==> src/rtl/board_rst_seq.sv <==
// Board reset sequencer: synchronises and debounces reset requests, holds reset,
// then releases active-low domain resets in a staged order and records the cause.
module board_rst_seq #(
  parameter int                 NUM_SRC         = 2,
  parameter logic [NUM_SRC-1:0] SRC_ACT_LOW     = NUM_SRC'(2'b01),
  parameter int                 DEBOUNCE_CYCLES = 4,
  parameter int                 HOLD_CYCLES     = 16,
  parameter int                 NUM_OUT         = 3,
  parameter int                 STAGE_GAP       = 4
) (
  input  logic               clk,
  input  logic               rst,
  input  logic [NUM_SRC-1:0] src,
  output logic [NUM_OUT-1:0] rst_n_o,
  output logic               done,
  output logic [NUM_SRC-1:0] cause,
  output logic [NUM_SRC-1:0] src_act
);

  // state   | meaning
  // S_HOLD  | all domains in reset, waiting for HOLD_CYCLES quiet edges
  // S_RELEASE | releasing one domain every STAGE_GAP edges
  // S_RUN   | all domains released, watching for new requests
  typedef enum logic [1:0] {S_HOLD, S_RELEASE, S_RUN} state_e;

  localparam int DW = $clog2(DEBOUNCE_CYCLES + 1);
  localparam int HW = $clog2(HOLD_CYCLES + 1);
  localparam int GW = $clog2(STAGE_GAP + 1);
  localparam logic [NUM_OUT-1:0] ONE = NUM_OUT'(1);

  state_e             state_q, state_d;
  logic [NUM_SRC-1:0] sync1_q, sync2_q, s;
  logic [NUM_SRC-1:0] src_act_q, src_act_d, cause_q, cause_d;
  logic [DW-1:0]      deb_q [NUM_SRC];
  logic [DW-1:0]      deb_d [NUM_SRC];
  logic [HW-1:0]      hold_q, hold_d;
  logic [GW-1:0]      gap_q, gap_d;
  logic [NUM_OUT-1:0] rst_n_q, rst_n_d;
  logic               done_q, done_d;
  logic               any_act, reenter;

  // Sync flops reset to each pin's idle level so no spurious request follows reset.
  always_ff @(posedge clk or posedge rst) begin
    if (rst) begin
      sync1_q   <= SRC_ACT_LOW;
      sync2_q   <= SRC_ACT_LOW;
      src_act_q <= '0;
      for (int i = 0; i < NUM_SRC; i++) deb_q[i] <= '0;
    end else begin
      sync1_q   <= src;
      sync2_q   <= sync1_q;
      src_act_q <= src_act_d;
      for (int i = 0; i < NUM_SRC; i++) deb_q[i] <= deb_d[i];
    end
  end

  assign s = sync2_q ^ SRC_ACT_LOW;

  always_comb begin
    for (int i = 0; i < NUM_SRC; i++) begin
      deb_d[i]     = '0;
      src_act_d[i] = 1'b0;
      if (s[i]) begin
        deb_d[i]     = (deb_q[i] == DW'(DEBOUNCE_CYCLES)) ? deb_q[i] : deb_q[i] + 1'b1;
        src_act_d[i] = (deb_d[i] == DW'(DEBOUNCE_CYCLES));
      end
    end
  end

  assign any_act = |src_act_q;
  assign reenter = any_act && (state_q != S_HOLD);

  always_ff @(posedge clk or posedge rst) begin
    if (rst) begin
      state_q <= S_HOLD;
      hold_q  <= '0;
      gap_q   <= '0;
      rst_n_q <= '0;
      done_q  <= 1'b0;
      cause_q <= '0;
    end else begin
      state_q <= state_d;
      hold_q  <= hold_d;
      gap_q   <= gap_d;
      rst_n_q <= rst_n_d;
      done_q  <= done_d;
      cause_q <= cause_d;
    end
  end

  always_comb begin
    state_d = state_q;
    hold_d  = hold_q;
    gap_d   = gap_q;
    rst_n_d = rst_n_q;
    done_d  = done_q;
    cause_d = cause_q;
    if (reenter) begin
      // A new request beats any release scheduled for the same edge.
      state_d = S_HOLD;
      rst_n_d = '0;
      done_d  = 1'b0;
      cause_d = src_act_q;
      hold_d  = '0;
    end else begin
      case (state_q)
        S_HOLD: begin
          rst_n_d = '0;
          done_d  = 1'b0;
          if (any_act) begin
            hold_d = '0;
          end else if (hold_q == HW'(HOLD_CYCLES - 1)) begin
            hold_d  = HW'(HOLD_CYCLES);
            gap_d   = '0;
            rst_n_d = ONE;
            if (NUM_OUT == 1) begin
              state_d = S_RUN;
              done_d  = 1'b1;
            end else begin
              state_d = S_RELEASE;
            end
          end else begin
            hold_d = hold_q + 1'b1;
          end
        end
        S_RELEASE: begin
          if (gap_q == GW'(STAGE_GAP - 1)) begin
            gap_d   = '0;
            // Thermometer shift keeps releases strictly in bit order.
            rst_n_d = (rst_n_q << 1) | ONE;
            if (&rst_n_d) begin
              state_d = S_RUN;
              done_d  = 1'b1;
            end
          end else begin
            gap_d = gap_q + 1'b1;
          end
        end
        S_RUN:   ;
        default: state_d = S_HOLD;
      endcase
    end
  end

  assign rst_n_o = rst_n_q;
  assign done    = done_q;
  assign cause   = cause_q;
  assign src_act = src_act_q;

endmodule
==> config.mk <==
export PLATFORM = sky130hd
export DESIGN_NAME = board_rst_seq
export DESIGN_NICKNAME = d
export VERILOG_FILES = /design/src/rtl/board_rst_seq.sv
export SDC_FILE = /design/constraint.sdc
export NUM_CORES = 1
export LEC_CHECK = 0
export BUFFER_PORTS_ARGS = -buffer_cell sky130_fd_sc_hd__buf_2
export CORE_MARGIN = 5
export CORE_UTILIZATION = 25
export CTS_BUF_LIST = sky130_fd_sc_hd__clkbuf_4
export CTS_CLUSTER_DIAMETER = 120
export CTS_CLUSTER_SIZE = 16
export DETAILED_ROUTE_END_ITERATION = 16
export GPL_TIMING_DRIVEN = 0
export PLACE_DENSITY_LB_ADDON = 0.08
export SLEW_MARGIN = 20
export SYNTH_ARGS = -nofsm -noshare
export SYNTH_HDL_FRONTEND = slang
export SYNTH_SLANG_ARGS = --single-unit
export TNS_END_PERCENT = 30
==> constraint.sdc <==
create_clock -name clk -period 2.05 [get_ports clk]
set_input_delay 0.41 -clock clk [delete_from_list [all_inputs] [get_ports clk]]
set_output_delay 0.41 -clock clk [all_outputs]
set_load 0.01 [all_outputs]
# --- Yosys cells after proc, flatten, opt, wreduce, memory -nomap -nowiden ---
# Index checks and enable logic that the tools add are counted.
# W data, S select, Z words.
totals:
  inputBits: 4
  register_bits: 28
  out_inout_bits: 8
classes:
  n_addsub: 4
  n_mux: 29
  n_reduce_logical: 12
  n_bitwise: 1
  eq_ne: 15
op_table:
  columns: ["operator", "count"]
  rows:
  - ["$mux W3", 9]
  - ["$mux W5", 4]
  - ["$eq A3 B3 Y1 const B", 4]
  - ["$ne A3 B3 Y1 const B", 4]
  - ["$pmux W3 S2", 2]
  - ["$mux W2", 5]
  - ["$add A3 B1 Y3 const B", 3]
  - ["$mux W1", 7]
  - ["$ne A2 B2 Y1 const B", 3]
  - ["$pmux W2 S3", 1]
  - ["$reduce_bool A2 Y1", 3]
  - ["$add A5 B1 Y5 const B", 1]
  - ["$eq A5 B4 Y1 const B", 1]
  - ["$reduce_and A5 Y1", 1]
  - ["$reduce_and A2 Y1", 2]
  - ["$reduce_and A4 Y1", 1]
  - ["$eq A3 B2 Y1 const B", 1]
  - ["$reduce_and A3 Y1", 1]
  - ["$reduce_bool A3 Y1", 1]
  - ["$eq A2 B1 Y1 const B", 1]
  - ["$eq A2 B2 Y1 const B", 1]
  - ["$logic_not A2 Y1", 1]
  - ["$pmux W1 S2", 1]
  - ["$reduce_or A2 Y1", 1]
  - ["other kinds (2)", 2]

# --- Longest topological paths before layout ---
# Gate-level depths: netlist of the first run.
logic_depth:
  ltp_word: 5
  depth_mapped: 7
  depth_no_buf: 6

# --- Worst setup path before layout of the first run ---
# OpenSTA, ideal clock, no wires.
synth_timing:
  path_kind: "reg2reg"
  from: "register hold_q[0]"
  to: "register hold_q[2]"
  n_path_buf: 1
  setup_slack_ps: 224
  period_less_slack_ps: 1826
  arrival_ps: 1748
  stages_incl_launch_ff: 7
  path_cell_list: "dfrtp_1 ha_1 and3_1 ha_1 clkbuf_1 or4b_1 a21oi_1"
synth_via:
  elab_chain_cells: 5
  elab_cells_between_ends: 6
synth_lines:
  columns: ["item", "line_no", "rtl"]
  rows:
  - ["start: declaration", "36", "logic [HW-1:0] hold_q, hold_d;"]
  - ["start signal: assignment", "83", "hold_q <= hold_d;"]
  - ["$add A5 B1 Y5 or $eq A5 B4 Y1 (tied branches)", "123, 112", null]
  - ["$mux W5 (*)", "112", "end else if (hold_q == HW'(HOLD_CYCLES - 1)) begin"]
  - ["$mux W5 (*)", "110", "if (any_act) begin"]
  - ["$mux W5 (*)", "106", "case (state_q)"]
  - ["$mux W5 (*)", "98", "if (reenter) begin"]
# Every way passes the cells marked *; elsewhere a longest branch is shown, timed or not. The select of a mux whose other input is x is not followed.
# A chain may end at the register's enable or synchronous reset.

# --- Worst setup path after layout of the first run ---
# Same ends and word-level chain as after synthesis.

==> results list, run 1 <==
* Run status: completed
- Entering global routing, the biggest net connects 29 pins.
- Dividing the detail-routed via count by the number of cells gives around 4.4.
- Before antenna repair, the detailed router went through 4 iterations.
* Clock Tree Buf Depth: 2
- The critical path goes through ha_1, and3_1, ha_1, or4b_1, a21oi_1.
- The worst path meets setup with 0.106 ns of slack.
* Tightest Pin Transition: between 0.6 and 0.7 ns
* Number of hold-slack violations in the final timing report: 0
* Placed Instances: slightly above 200
* Setup repair after global routing missed its margin: no
- Residual antenna-violating net count after detailed routing: 0
- Once layout is complete, the utilization of the core stands at 0.288.
- Routability-driven placement finished with a final weighted congestion of 0.738.
* Placement-stage cell area: between 1000 and 1500 um^2
- After global routing the overflow that remains totals 0.
* Worst hold-check path type: in -> async
- Req. time, crit path: 2.32 ns
- The slowest stage of the critical path is the sky130_fd_sc_hd__or4b_1 cell.
- At the worst endpoint, the arrival time is 2.22 ns.
- Counting every net in the synthesized netlist gives roughly 140.
* Synth warn: 0
- Post-synthesis area per instance: 10.4 um^2
- Total GRT Usage: 0.0876
* Die Span X: just over 80 um
- Number of buffers inserted for hold repair after clock tree synthesis: 0
- The worst setup path is captured at a flip-flop.
- Tracing the worst setup path back leads to its startpoint at hold_q[0].
- After the flow finishes, the layout carries non-filler instances totaling roughly 210.
- Clock latency of the later-clocked register in the worst-skew pair: between 0.3 and 0.4 ns
* Global-route wire length before repair: 4420 um
- In the final routed layout, each cell accounts on average for roughly 12 um.
* I/O pins: 12
- In this run the worst path has a maximum fanout of 9.
- Setup slack on the worst reg-to-reg path comes out at between 0.1 and 0.15 ns.
- After the last flow step, the layout net total stands at approximately 150.
- Flip-flop and latch count after synthesis: 28
- Measured against its own limit, the worst slew margin works out to 0.584.
- Number of enable-type register cells in the synthesized netlist: 0
- In this design, the stage delay of the slowest critical-path cell is 0.53 ns.
- DIE AREA: 6720 um^2
* Period utilization: 0.948
* Reg-to-reg endpoint: hold_q[2]
- Reported leakage power: about 0.68 nW
- The routed layout has a little over 900 vias.
- Part of the Yosys area used for sequential elements: 0.543
- Number of design rule violations left after detail routing: 0
* Combined area of all synthesized cells: 1290 um^2
* Startpoint-to-endpoint class of the critical path: reg -> reg
- The finished cells cover 1460 um^2.
- The worst register-to-register path has a depth of 5.
- Crit path top cell by count: sky130_fd_sc_hd__ha_1
* Effective utilization at floorplan: 0.255
- Site row count: 26
* Post-synthesis instance total: 124
- Across the run, the number of max-cap violations was 0.
- Setup violations remaining at the end of the flow were counted as 0.
* Summed negative setup slack over all endpoints: 0 ns
- Largest clock skew in the final design: roughly 0.0084 ns
- STA classifies the critical path startpoint as a flip-flop.
- Proportion of layout cells with a drive suffix above 1: 0.138
- Synth-to-Final Area Change: 12.8%
* Critical Path Sink: hold_q[2]
* CTS sink cnt: 28
- F_max: 515 MHz
- Total power per unit cell area: 1050 nW/um^2
- The cell sitting at the root of the clock tree is a sky130_fd_sc_hd__clkbuf_4.
* Total wire length: roughly 2600 um
- Count of final max-slew check failures: 0
- CTS Buf Count: 3
- For this block, the initial DRC count from the detailed router was 54.
* Placeable core region: 5070 um^2
- Among all flip-flop cells after synthesis, the most frequent one is sky130_fd_sc_hd__dfrtp_1.
- CTS tree: done
- Maximum VDD drop: just under 0.3 mV
- Setup WS pre-CTS: between 0.06 and 0.07 ns
* Async set-reset flop share out of synthesis: 1.00
- Number of antenna violations at the first check in global routing: 0
* Post-layout minimum cycle time: roughly 2 ns
* Critical register-to-register path startpoint: hold_q[0]
* Cell taking the most area after synthesis: sky130_fd_sc_hd__dfrtp_1
* Top-area cell type share of the netlist area: 0.502
* Vias in the first global route: 923
- Post-CTS repair changed the size of 0 cells.
- The repair_antennas step left the layout with diodes totalling 0.
- After clock tree synthesis, the clock-pin slew on the worst setup and hold paths is 0.16 ns.
- Ranked by total cell area, the synthesized netlist is headed by sky130_fd_sc_hd__dfrtp_1, sky130_fd_sc_hd__ha_1, sky130_fd_sc_hd__dfstp_2.
- The count of buffers added on input and output ports is 11.
- Detailed placement finished with a half-perimeter wire length of 1820 um.
- After synthesis, the netlist uses 35 different library cells.
- In this run the number of H-tree levels came out at 1.
* Chip Height: 82.0 um
* Buffers inserted during post-CTS setup optimization: 0
==> area by class of cell <==
type	instances	area (um^2)
Tap cell	70	87.6
Buffer	4	15.0
Inverter	8	30.0
Clock buffer	3	22.5
Multi-Input combinational cell	83	543
Clock inverter	1	3.75
Sequential cell	28	703
Timing Repair Buffer	11	55.1
Fill cell	559	3610
==> power breakdown <==
part / switching, W / total (W) / internal (W)
Clock: 0.000173 / 0.000244 / 0.0000715
Combinational: 0.000282 / 0.000508 / 0.000226
Sequential: 0.000110 / 0.000787 / 0.000677
==> kinds of logic after synthesis <==
group                    count (synthesis)  share of synthesized area
AO/OA/AOI/OAI                           26                      0.133
XOR/XNOR                                 2                     0.0135
adder cells (fa/ha/maj)                  8                     0.0773
buffers and inverters                   13                     0.0377
flip-flops                              28                      0.543
multiplexers                             2                     0.0164
AND/OR/NAND/NOR                         45                      0.179
==> per-layer routing <==
metal | vias to the layer above | track usage | wire, um
met5 | - | 0 | 0
met4 | 0 | 0.0349 | 21
met3 | 2 | 0.0197 | 116
met2 | 12 | 0.148 | 1190
met1 | 440 | 0.107 | 1250
li1 | 468 | - | -
==> worst min path at each step <==
stage                      end  slack, ns  startpoint
detailed placement  sync2_q[1]       0.35  sync1_q[1]
global placement    sync2_q[1]       0.34  sync1_q[1]
global route        sync1_q[0]       0.11      src[0]
finish              sync2_q[1]       0.12         rst
floorplan           sync2_q[1]       0.33  sync1_q[1]
CTS                 sync1_q[0]       0.13      src[0]
==> registers in the layout, indices dropped and copies added (netlist names) <==
signal / count
state_q: 2
rst_n_o: 3
cause: 2
deb_q: 6
sync2_q: 2
done: 1
hold_q: 5
sync1_q: 2
gap_q: 3
src_act: 2
==> critical path, delay by kind of cell (launching register included) <==
family / cells / cell delay (ns)
and+or+nand+nor: 2 / 0.73
adders and majority gates: 2 / 0.54
AOI/OAI and AO/OA: 1 / 0.15
DFF: 1 / 0.46
==> Yosys cell counts, types with 2 or more instances <==
cell type                  number
sky130_fd_sc_hd__and2_1         2
sky130_fd_sc_hd__a21oi_1        7
sky130_fd_sc_hd__nand2_1        9
sky130_fd_sc_hd__a31oi_1        4
sky130_fd_sc_hd__inv_1          8
sky130_fd_sc_hd__a22o_1         2
sky130_fd_sc_hd__ha_1           8
sky130_fd_sc_hd__nor4_1         2
sky130_fd_sc_hd__o21ai_0        2
sky130_fd_sc_hd__nor2_1        11
sky130_fd_sc_hd__xnor2_1        2
sky130_fd_sc_hd__dfstp_2        2
sky130_fd_sc_hd__o21ai_1        3
sky130_fd_sc_hd__nor3b_1        3
sky130_fd_sc_hd__nand3_1        7
sky130_fd_sc_hd__dfrtp_1       26
sky130_fd_sc_hd__clkbuf_1       5
sky130_fd_sc_hd__or2_1          2
sky130_fd_sc_hd__nor3_1         3
==> through the flow <==
stage	power (W)	hold slack (ns)
final	0.00154	0.123
after floorplan	0.00117	0.331
after global routing	0.00167	0.115
after global placement	0.00130	0.338
after CTS	0.00157	0.128
after detailed placement	0.00131	0.348
==> placed cells by master (no fill, tap or decap) <==
cell type,netlist,final
sky130_fd_sc_hd__and2_1,2,2
sky130_fd_sc_hd__or2_1,2,2
sky130_fd_sc_hd__o221a_2,1,1
sky130_fd_sc_hd__clkinv_1,0,1
sky130_fd_sc_hd__nor3b_1,3,3
sky130_fd_sc_hd__o31ai_1,1,1
sky130_fd_sc_hd__o21ai_1,3,3
sky130_fd_sc_hd__nand3_1,7,7
sky130_fd_sc_hd__o21ai_0,2,2
sky130_fd_sc_hd__mux2_2,1,1
sky130_fd_sc_hd__nor4_1,2,2
sky130_fd_sc_hd__ha_1,8,8
sky130_fd_sc_hd__a32oi_1,1,1
sky130_fd_sc_hd__a21boi_1,1,1
sky130_fd_sc_hd__nand4b_1,1,1
sky130_fd_sc_hd__o211a_1,1,1
sky130_fd_sc_hd__o2bb2ai_1,1,1
sky130_fd_sc_hd__nand3b_1,1,1
sky130_fd_sc_hd__xnor2_1,2,2
sky130_fd_sc_hd__a31oi_1,4,4
sky130_fd_sc_hd__nor3_1,3,3
sky130_fd_sc_hd__nand2_1,9,9
sky130_fd_sc_hd__or4b_1,1,1
sky130_fd_sc_hd__clkbuf_4,0,3
sky130_fd_sc_hd__or4_1,1,1
sky130_fd_sc_hd__nand2b_1,1,1
sky130_fd_sc_hd__clkbuf_1,5,4
sky130_fd_sc_hd__inv_1,8,7
sky130_fd_sc_hd__a31o_1,1,1
sky130_fd_sc_hd__dfstp_2,2,2
sky130_fd_sc_hd__and3_1,1,1
sky130_fd_sc_hd__a21oi_1,7,7
sky130_fd_sc_hd__a22o_1,2,2
sky130_fd_sc_hd__a211oi_1,1,1
sky130_fd_sc_hd__nor2_1,11,11
sky130_fd_sc_hd__inv_2,0,1
sky130_fd_sc_hd__dfrtp_1,26,26
sky130_fd_sc_hd__mux2i_1,1,1
sky130_fd_sc_hd__buf_2,0,11
Note: power is estimated with default switching activity, not from simulation.
==> inputs of run 2 (changes only) <==
==> constraint.sdc (replaced) <==
create_clock -name clk -period 1.6 [get_ports clk]
set_input_delay 0.32 -clock clk [delete_from_list [all_inputs] [get_ports clk]]
set_output_delay 0.32 -clock clk [all_outputs]
set_load 0.01 [all_outputs]
==> run 2 against run 1 <==
Compared with the run above:
- the run now ends with setup timing left
- non-clock buffer count is 8 higher
- routed wire length is 3.1% higher
- largest power group unchanged
- sequential power is 27% higher
- largest cell class unchanged
- utilization is 2.0 points higher
==> results list, run 2 (synthesis gave the netlist of run 1 again) <==
- Vias in the first global route: 945 (+2.4%)
- Counting flops per register, the top entry is deb_q.
* Maximum number of pins on one net before global-route repair: 29 (unchanged)
* Global route total overflow: 0 (unchanged)
* Worst-case register-to-register setup slack: -0.05 ns (-0.16 ns)
- The worst register-to-register path begins at hold_q[1].
- Leaving out fill and tap cells, the most frequent cells in the layout are sky130_fd_sc_hd__dfrtp_1, sky130_fd_sc_hd__nor2_1, sky130_fd_sc_hd__buf_2.
- Clock latency of the later-clocked register in the worst-skew pair: 0.33 ns (about the same)
* Number of hold-slack violations in the final timing report: 0 (unchanged)
- The worst register-to-register path ends at hold_q[2].
- Routability Congestion: 0.770 (+4.2%)
* CTS tree: done
- The number of fillers in the final layout is 554 (-0.89%).
- The clock-pin slew on the worst setup and hold paths came to 0.16 ns (about the same).
- Req. time, crit path: 1.88 ns (-0.44 ns)
* Hold Slack: 0.0247 ns (-0.0980 ns)
- Global-route wire length before repair: 4560 um (+3.1%)
- The chip width came to 82.0 um (unchanged).
- The post-route core utilization came to 0.307 (+0.0197).
- The wire length per cell after detailed routing came to 12.3 um (-0.75%).
* Data arrival time of the worst path: 1.93 ns (-0.29 ns)
- Tightest Pin Transition: 0.597 ns (-0.0254 ns)
- The starting density of the core came to 0.255 (unchanged).
- Detailed placement HPWL: 1840 um (+1.2%)
- Initial drt markers: 33 (-39%)
* Setup WS pre-CTS: -0.175 ns (-0.240 ns)
* Routed vias/inst: 4.47 (+0.89%)
- The H-tree level count is 1 (unchanged).
- Number of antenna violations at the first check in global routing: 0 (unchanged)
* Setup repair after global routing missed its margin: yes
- The power density over the cells was 1350 nW/um^2 (+28%).
- The TritonCTS sink count is 28 (unchanged).
- Proportion of layout cells with a drive suffix above 1: 0.233 (+0.0952)
- Register-to-Register Path Depth: 5 (unchanged)
- DIE AREA: 6720 um^2 (unchanged)
- The library cell used most frequently in the layout, excluding fill and tap cells, is sky130_fd_sc_hd__dfrtp_1.
* Number of design rule violations left after detail routing: 0 (unchanged)
- The total area of sequential cells is 703 um^2 (unchanged).
- The maximum fanout count along the critical path came to 5 (-4).
* Worst Setup SP: hold_q[1]
- The number of buffers on the longest clock path is 2 (unchanged).
* Startpoint-to-endpoint class of the critical path: reg -> reg
- The number of input and output port buffers inserted was 11 (unchanged).
* Largest clock skew in the final design: 0.0123 ns (+0.00391 ns)
- The area of the core came to 5070 um^2 (unchanged).
* Biggest regs: deb_q x6, hold_q x5
* F_max: 605 MHz (+18%)
- Category of the worst setup path capture point: flip-flop
- Via Count: 966 (+4.8%)
- The footprint of the multi-input gates was 583 um^2 (+7.4%).
* Period utilization: 1.03 (+0.0850)
- Total GRT Usage: 0.0898 (+0.00227)
- The count of max-cap constraint violations is 0 (unchanged).
* Antenna Cells: 0 (unchanged)
- The tree is rooted in a sky130_fd_sc_hd__clkbuf_4.
* Final setup viols: 1 (+1)
- Max-Slew Margin vs Limit: 0.601 (+0.0169)
* Number of flip-flops under the largest register name: 6 (unchanged)
- The net count of the finished layout was 159 (+5.3%).
- The iteration count of the initial detailed-routing pass came to 5 (+1).
- The path class of the tightest hold or removal check is in -> async.
- The number of nets with antenna violations after detailed routing is 0 (unchanged).
- Maximum VDD drop: 0.456 mV (+57%)
* Reported leakage power: 0.723 nW (+5.9%)
* Final WS setup: -0.0529 ns (-0.159 ns)
- The die height was 82.0 um (unchanged).
* Total wire length: 2660 um (+3.1%)
* Post-layout minimum cycle time: 1.65 ns (-0.291 ns)
- The checks that failed: setup timing.
- The worst setup path is launched from a flip-flop.
- The number of pins exceeding their max-slew limit in the final report came to 0 (unchanged).
* Number of buffers inserted for hold repair after clock tree synthesis: 0 (unchanged)
* CTS Buf Count: 3 (unchanged)
- Synth-to-Final Area Change: 20.5%
* I/O pins: 12 (unchanged)
* Site row count: 26 (unchanged)
* Run status: finished, violations left
run 2: routing by layer:
metal / vias to the layer above / track usage / wire (um)
li1: 482 / - / -
met1: 465 / 0.114 / 1230
met2: 17 / 0.148 / 1300
met3: 2 / 0.0296 / 110
met4: 0 / 0.0199 / 25
met5: - / 0 / 0
run 2: area by class of cell:
type / instances / area share
sequential: 28 / 0.451
clock inverter: 1 / 0.00241
timing repair buffer: 19 / 0.0738
inverter: 8 / 0.0192
clock buffer: 3 / 0.0144
multi-input combinational: 83 / 0.374
tap: 70 / 0.0561
buffer: 4 / 0.00962
run 2: power by group:
group | switching, W | internal (W)
clock network | 0.000217 | 0.0000917
registers | 0.000131 | 0.000868
logic | 0.000415 | 0.000386
total | 0.000763 | 0.00135
run 2: worst max-delay path, stage by stage, from the launching register on:
cell and delay (ns):
sky130_fd_sc_hd__dfrtp_1 0.42, sky130_fd_sc_hd__ha_2 0.19, sky130_fd_sc_hd__and3_4 0.19, sky130_fd_sc_hd__ha_4 0.17, sky130_fd_sc_hd__or4b_4 0.51, sky130_fd_sc_hd__a21oi_2 0.12
run 2: worst max-delay path by stage:
| stage | end | slack [ns] | cells past startpoint |
|---|---|---|---|
| 2_1_floorplan | hold_q[2] | -0.08 | 6 |
| 3_3_place_gp | hold_q[2] | -0.16 | 6 |
| 3_5_place_dp | hold_q[2] | -0.18 | 6 |
| 4_1_cts | hold_q[2] | -0.05 | 5 |
| 5_1_grt | hold_q[2] | -0.1 | 5 |
| 6_report | hold_q[2] | -0.05 | 5 |
run 2: timing repair:
item / in CTS / in global routing
pin swaps: 2 / 5
setup buffers: 7 / 1
endpoints found under the setup margin: 3 / 4
resized for setup: 0 / 4
run 2: metrics by stage:
stage               area [um^2]  setup TNS (ns)  std cells  power [W]
CTS                        1530         -0.0456        215    0.00208
detailed placement         1470          -0.299        205    0.00169
global route               1560          -0.109        216    0.00231
global placement           1470          -0.272        205    0.00169
floorplan                  1330          -0.118        124    0.00152
finish                     1560         -0.0529        216    0.00211
